--- config.mk ---
export PLATFORM = sky130hd
export DESIGN_NAME = cdb_arbiter
export DESIGN_NICKNAME = d
export VERILOG_FILES = /design/src/rtl/rv32i_types.sv /design/src/rtl/cdb_arbiter_rr_pick2.sv /design/src/rtl/cdb_arbiter.sv
export SDC_FILE = /design/constraint.sdc
export NUM_CORES = 1
export LEC_CHECK = 0
export ABC_AREA = 1
export CAP_MARGIN = 15
export CORE_MARGIN = 8
export CORE_UTILIZATION = 39
export DETAILED_ROUTE_END_ITERATION = 6
export PLACE_DENSITY = 0.74
export SYNTH_ARGS = -nofsm -noshare
export SYNTH_HDL_FRONTEND = slang
export SYNTH_SLANG_ARGS = --single-unit
--- constraint.sdc ---
create_clock -name clk -period 2.56 [get_ports clk]
set_input_delay 0.256 -clock clk [delete_from_list [all_inputs] [get_ports clk]]
set_output_delay 0.256 -clock clk [all_outputs]
set_load 0.01 [all_outputs]
--- src/rtl/rv32i_types.sv ---
// Shared types for the CDB arbiter: the broadcast entry format, the CDB port
// count, the default functional-unit count and a saturating counter helper.
package rv32i_types;

  localparam int NUM_CDB_PORTS = 2;
  localparam int NUM_FU_CDB    = 4;
  localparam int ROB_IDX_W     = 5;

  typedef struct packed {
    logic                 valid;
    logic [ROB_IDX_W-1:0] rob_entry_idx;
    logic [4:0]           rd_arch;
    logic [31:0]          rd_data;
  } cdb_entry_t;

  // Adds a small increment to a 32-bit counter, sticking at all-ones.
  function automatic logic [31:0] sat_add32(input logic [31:0] cnt, input logic [1:0] inc);
    logic [32:0] sum;
    sum = {1'b0, cnt} + 33'(inc);
    return sum[32] ? '1 : sum[31:0];
  endfunction

endpackage

--- src/rtl/cdb_arbiter_rr_pick2.sv ---
// rr_pick2: combinational circular-priority picker returning up to two
// winners. Search order is ptr_i, ptr_i+1, ... wrapping modulo N; the first
// requester found is winner 0 and the next one is winner 1.
module rr_pick2 #(
  parameter int N  = 4,
  parameter int PW = $clog2(N)
) (
  input  logic [N-1:0]  req_i,
  input  logic [PW-1:0] ptr_i,
  output logic [N-1:0]  gnt0_o,
  output logic [N-1:0]  gnt1_o,
  output logic          gnt0_vld_o,
  output logic          gnt1_vld_o,
  output logic [PW-1:0] gnt0_idx_o,
  output logic [PW-1:0] gnt1_idx_o
);

  logic [PW-1:0] idx;

  // Walk the requesters in circular order from the pointer, taking the first two.
  always_comb begin
    // NOTE: every output gets a default before the loop, so no path leaves a
    // value unassigned and no latch is inferred.
    gnt0_o     = '0;
    gnt1_o     = '0;
    gnt0_vld_o = 1'b0;
    gnt1_vld_o = 1'b0;
    gnt0_idx_o = '0;
    gnt1_idx_o = '0;
    idx        = '0;
    for (int off = 0; off < N; off++) begin
      idx = PW'((int'(ptr_i) + off) % N);
      if (req_i[idx]) begin
        if (!gnt0_vld_o) begin
          gnt0_vld_o  = 1'b1;
          gnt0_o[idx] = 1'b1;
          gnt0_idx_o  = idx;
        end else if (!gnt1_vld_o) begin
          gnt1_vld_o  = 1'b1;
          gnt1_o[idx] = 1'b1;
          gnt1_idx_o  = idx;
        end
      end
    end
  end

endmodule

--- src/rtl/cdb_arbiter.sv ---
// cdb_arbiter: grants up to two functional-unit results per cycle onto the two
// common data bus ports (cdb, cdb2), round-robin from rr_ptr. Acks are
// combinational in the capture cycle; the payload is broadcast registered in
// the following cycle. A branch mispredict suppresses all acks for that cycle.
// Optional build macro CDB_ARB_PERF_EN adds saturating grant/conflict counters.
module cdb_arbiter
  import rv32i_types::*;
#(
  parameter int NUM_FU = NUM_FU_CDB
) (
  input  logic              clk,
  input  logic              rst,
  input  logic              branch_mispredict,
  input  logic [NUM_FU-1:0] fu_req,
  input  cdb_entry_t        fu_data [NUM_FU],
  output logic [NUM_FU-1:0] fu_ack,
  output cdb_entry_t        cdb,
  output cdb_entry_t        cdb2
`ifdef CDB_ARB_PERF_EN
  ,
  output logic [31:0]       perf_grant_cnt,
  output logic [31:0]       perf_conflict_cnt
`endif
);

  localparam int PW = $clog2(NUM_FU);

  logic [PW-1:0] rr_ptr_q, rr_ptr_d;
  cdb_entry_t    cdb_q, cdb_d;
  cdb_entry_t    cdb2_q, cdb2_d;

  logic [NUM_FU-1:0] gnt0, gnt1;
  logic              gnt0_vld, gnt1_vld;
  logic [PW-1:0]     gnt0_idx, gnt1_idx;
  logic [PW-1:0]     last_idx;
  logic              grant_en;

  rr_pick2 #(.N(NUM_FU), .PW(PW)) u_pick (
    .req_i      (fu_req),
    .ptr_i      (rr_ptr_q),
    .gnt0_o     (gnt0),
    .gnt1_o     (gnt1),
    .gnt0_vld_o (gnt0_vld),
    .gnt1_vld_o (gnt1_vld),
    .gnt0_idx_o (gnt0_idx),
    .gnt1_idx_o (gnt1_idx)
  );

  // Grants are blocked while reset is held (acks must be 0 with no clock) and on a flush.
  assign grant_en = rst & ~branch_mispredict;
  assign fu_ack   = (gnt0 | gnt1) & {NUM_FU{grant_en}};

  // Build next broadcast entries and the next pointer from this cycle's grants.
  always_comb begin
    cdb_d    = '0;
    cdb2_d   = '0;
    rr_ptr_d = rr_ptr_q;
    last_idx = gnt1_vld ? gnt1_idx : gnt0_idx;
    if (grant_en && gnt0_vld) begin
      cdb_d       = fu_data[gnt0_idx];
      cdb_d.valid = 1'b1;
      rr_ptr_d    = (last_idx == PW'(NUM_FU - 1)) ? '0 : last_idx + 1'b1;
    end
    if (grant_en && gnt1_vld) begin
      cdb2_d       = fu_data[gnt1_idx];
      cdb2_d.valid = 1'b1;
    end
  end

  // Broadcast registers and round-robin pointer; reset drops any pending payload.
  always_ff @(posedge clk or negedge rst) begin
    // NOTE: state uses non-blocking assignments so every register samples the
    // pre-edge values; the async reset branch clears everything at once.
    if (!rst) begin
      rr_ptr_q <= '0;
      cdb_q    <= '0;
      cdb2_q   <= '0;
    end else begin
      rr_ptr_q <= rr_ptr_d;
      cdb_q    <= cdb_d;
      cdb2_q   <= cdb2_d;
    end
  end

  assign cdb  = cdb_q;
  assign cdb2 = cdb2_q;

`ifdef CDB_ARB_PERF_EN
  logic [31:0] grant_cnt_q, conflict_cnt_q;
  logic        conflict;

  assign conflict = $countones(fu_req) > NUM_CDB_PORTS;

  // Saturating performance counters; only reset clears them, not a flush.
  always_ff @(posedge clk or negedge rst) begin
    if (!rst) begin
      grant_cnt_q    <= '0;
      conflict_cnt_q <= '0;
    end else begin
      grant_cnt_q    <= sat_add32(grant_cnt_q, 2'($countones(fu_ack)));
      conflict_cnt_q <= sat_add32(conflict_cnt_q, {1'b0, conflict});
    end
  end

  assign perf_grant_cnt    = grant_cnt_q;
  assign perf_conflict_cnt = conflict_cnt_q;
`endif

  // Two simultaneous broadcasts must never target the same ROB entry.
  a_cdb_idx_distinct : assert property (@(posedge clk) disable iff (!rst)
    (cdb_q.valid && cdb2_q.valid) |-> (cdb_q.rob_entry_idx != cdb2_q.rob_entry_idx));

endmodule

; Yosys cells after proc, flatten, opt, wreduce, memory -nomap -nowiden
; Index checks and enable logic that the tools add are counted.
[totals]
register_bits = 88
latchBits = 0
ramBits = 0
mem_bits_ro = 0
inputBits = 179
elab_cells = 107
n_memories = 0
[classes]
n_addsub = 4
n_mul = 0
div_mod_pow = 0
n_lt_le_gt_ge = 10
n_eq_ne = 1
shifts = 0
n_mux = 66
bitwise = 11
n_reduce_logical = 6
[ops]
columns = operator, count
row1 = 43-bit binary-select mux with 2-bit select, 2
row2 = 42-bit two-way mux, 4
row3 = 43-bit two-way mux, 2
row4 = 4-bit two-way mux, 15
row5 = 2-bit two-way mux, 17
row6 = 4-bit bitwise OR, 6
row7 = 1-bit two-way mux, 18
row8 = "2-bit by 3-bit < comparator with 1-bit output, second input constant", 4
row9 = 1-bit binary-select mux with 2-bit select, 4
row10 = 1-bit demux with 2-bit select, 4
row11 = "2-bit by 1-bit greater-or-equal comparator with 1-bit output, second input constant", 4
row12 = "3-bit greater-or-equal comparator, second input constant", 2
row13 = 1-bit logical AND, 6
row14 = 2-bit NOT with 3-bit output, 2
row15 = "2-bit by 1-bit adder with 2-bit output, second input constant", 2
row16 = "2-bit adder, second input constant", 2
row17 = 4-bit AND, 1
row18 = "2-bit == test, second input constant", 1
row19 = 1-bit AND, 1
row20 = 1-bit NOT, 1

; Longest topological paths before layout
[depth]
ltp_word = 17
depth_mapped = 19
ltp_nobuf = 17

; By module
; Synthesis repeated with hierarchy kept, for this count alone.
[hier_totals]
hier_cells = 1063
area_unflattened_um2 = 6448.7
[modules_own_cells]
columns = mod, n_inst, cells_per_inst, area_each_um2
row1 = cdb_arbiter, 1, 939, 5778.0
row2 = rr_pick2, 1, 124, 670.6

; Least setup slack after synthesis
; OpenSTA, ideal clock, no wires.
[synth_timing]
kind = reg-to-reg
from = reg rr_ptr_q[0]
to = reg cdb2_q, in the netlist cdb2[10]
setup_ns = 0.119
arrival_time_ns = 2.297
slack_ns = 0.143
path_stages_with_launch = 19
n_path_buf = 2
synth_period_minus_slack_ns = 2.417
cell_sequence = dfrtp_1 > inv_2 > ha_1 > inv_2 > nand3_2 > nand2_4 > nand2_4 > nand2_2 > inv_2 > nand2_1 > nand2_1 > nand2_2 > nand2_2 > inv_2 > buf_6 > buf_4 > nand2_1 > a21oi_1 > nor2_1
[synth_lines]
columns = element, line_no
row1 = from (decl), cdb_arbiter.sv:28  ; logic [PW-1:0] rr_ptr_q, rr_ptr_d;
row2 = from (signal assigned), cdb_arbiter.sv:79  ; rr_ptr_q <= rr_ptr_d;
row3 = to (signal assigned), cdb_arbiter.sv:77  ; cdb2_q <= '0;
row4 = to (signal assigned), cdb_arbiter.sv:81  ; cdb2_q <= cdb2_d;
row5 = to (decl), cdb_arbiter.sv:30  ; cdb_entry_t cdb2_q, cdb2_d;

==> metrics.txt <==
actual slew at the worst max-slew pin 0.783 ns; root buf cell clkbuf_16; Clk Latency, worst-skew pair 0.35 ns; die width 145 um; # clock sinks 88; RSZ-0062 raised after global routing yes; DIE AREA 21000 sq um; Ys Warns 0; share of cells above drive strength 1 0.103; drt first-iter violations 493; CP endpoint kind flop; critical path's largest stage delay 0.41 ns; Hold Fails Final Rpt 0; Avg WL per Cell ~17 um; initial antenna violation count 2; worst hold slack 0.565 ns; I/O Pins 269; GRT Total Usage 0.232; drt drc 0; endpoints failing setup 0; Mapped Area 6460 sq um; vias in the first global route 6991; Setup crit start rr_ptr_q[0]; max_cap viols 0; Pins Over Slew Limit 0; crit path max fanout 17; Yosys cell types 29; Synth Register Bits 88; HP Class input pin to flop; WP data required 2.80 ns; area grow syn2layout 62.1%; Worst Path Arrival approximately 2.8 ns; Congestion Overflow GR 0; syn avg cell area 6.14 sq um; clk_skew 0.00640 ns; Mapped Nets 1242; Rel. slew slack 0.478; core area roughly 16000 sq um; Crit-path slowest cell dfrtp_1; Critical Path Sink cdb[20]; most frequent cells in the layout nand2_1 (472), clkdlybuf4s50_1 (259), nand3_1 (103); largest net degree at the start of global routing 58; CP cell instances inv_2 > buf_6 > nand2_1 > nand3_2 > nand2_4 > buf_12 > ha_1 > or2_0 > nand3_1 > nand3_2 > nand2_4 > buf_4 > buf_12 > nand2_1 > a21oi_1 > nor2_1; Fmax achieved 0.399 GHz; Die Ht ~140 um; Synth Instances 1053; commonest non-fill, non-tap cell in the layout nand2_1; Setup crit start kind flop; wirelength, routed 26200 um; placed wire-length estimate 18300 um; # port buffers 264; Initial Util 0.394; DRT antenna net count 0; routability congestion estimate 0.913; total CTS buffers 9; clock buffer depth 2; first drt pass iteration count 5; nets 1525; H-tree levels 3; hold path startpoint fu_data[123]; first-pass GRT wire length 37600 um; TritonCTS clock tree built; critical register-to-register path startpoint rr_ptr_q[0]; Setup CP Type flop to flop; top cell type's share of synthesized area 0.341; r2r setup slk 0.05 ns; register area share after synthesis 0.341; status finished clean; # rows between 40 and 50; Clock transition at path regs 0.07 ns; Period minus WS final 2.51 ns; end of the worst register-to-register path cdb[20]; Final period util 0.979; vias post-DR approximately 7800; routed vias/inst slightly below 5; r2r worst-path depth 16; leading area contributor after synthesis dfrtp_1; synth top area cells dfrtp_1 (34%), nand2_1 (28%), nand3_1 (8.1%), a21oi_1 (6.7%), inv_1 (5.4%)
[registers in the layout, summed over array words and instances, names as in the netlist]
signal	flops
cdb	43
cdb2	43
rr_ptr_q	2
[synthesized netlist by cell type (all sizes together)]
master / instances
a41oi: 3
clkinv: 1
o21ai: 5
inv: 103
nand3: 112
clkbuf: 9
nor2: 90
or2: 2
o211ai: 1
a31oi: 2
a21oi: 87
nand2: 485
dfrtp: 88
nand4: 1
ha: 10
buf: 54
[worst max-delay path: cells and delay by family (launching register included)]
| kind | cells | cell delay, ns |
|---|---|---|
| AOI/OAI and AO/OA | 1 | 0.19 |
| and+or+nand+nor | 9 | 0.97 |
| DFF | 1 | 0.41 |
| buffers and inverters | 5 | 0.66 |
| adders and majority gates | 1 | 0.16 |
[kinds of logic after synthesis]
family                     synth area share
and+or+nand+nor                       0.442
buffers and inverters                 0.119
AOI/OAI and AO/OA                    0.0790
DFF                                   0.341
adders and majority gates            0.0194
[per-stage QoR]
step | std cells | utilization | area (sq um) | setup WS [ns] | TNS [ns]
2_1_floorplan | 1053 | - | 6460 | 0.143 | 0
3_3_place_gp | 1527 | 0.595 | 9760 | -0.0321 | -0.0368
5_1_grt | 1563 | 0.639 | 10500 | -0.0944 | -2.04
4_1_cts | 1544 | 0.615 | 10100 | 0.00155 | 0
6_report | 1563 | 0.639 | 10500 | 0.0536 | 0
3_5_place_dp | 1527 | 0.595 | 9760 | -0.0496 | -0.315
[metal layers]
layer  global-route usage  routed length, um  up-vias  part of all wire
met1                0.293              10600     3523              0.40
li1                     -                  -     3812                 -
met5                    0                  0        -                 0
met3               0.0404               2260       65             0.086
met2                0.380              12200      373              0.47
met4                0.101               1130        0             0.043
[cell type report]
cell class,count,area [sq um]
diodes,2,5.00
clock inverters,6,68.8
multi-input cells,798,3640
well taps,220,275
fillers,1442,5930
repair buffers,335,3650
flip-flops and latches,88,2200
clock buffers,10,229
inverters,104,403
[how the worst min path moves through the flow]
stage                     to  slack, ns  cells after the start
finish               cdb[37]       0.56                      5
global route         cdb[37]       0.59                      5
CTS                 cdb2[22]       0.55                      5
detailed placement   cdb[13]       0.34                      2
global placement      cdb[5]       0.33                      2
floorplan            cdb2[0]      -0.04                      0
[timing repair]
action / CTS / global route
hold endpoints to repair: 31 / 0
setup endpoints to repair: 4 / 75
hold buffers: 1 / 0
pin swaps: 0 / 8
buffers inserted: 0 / 10
gates cloned: 0 / 7
resized for setup: 11 / 34
Power is left out: the tool's default activity adds up to more than one toggle a clock period on the data nets, which glitch-free logic cannot reach.
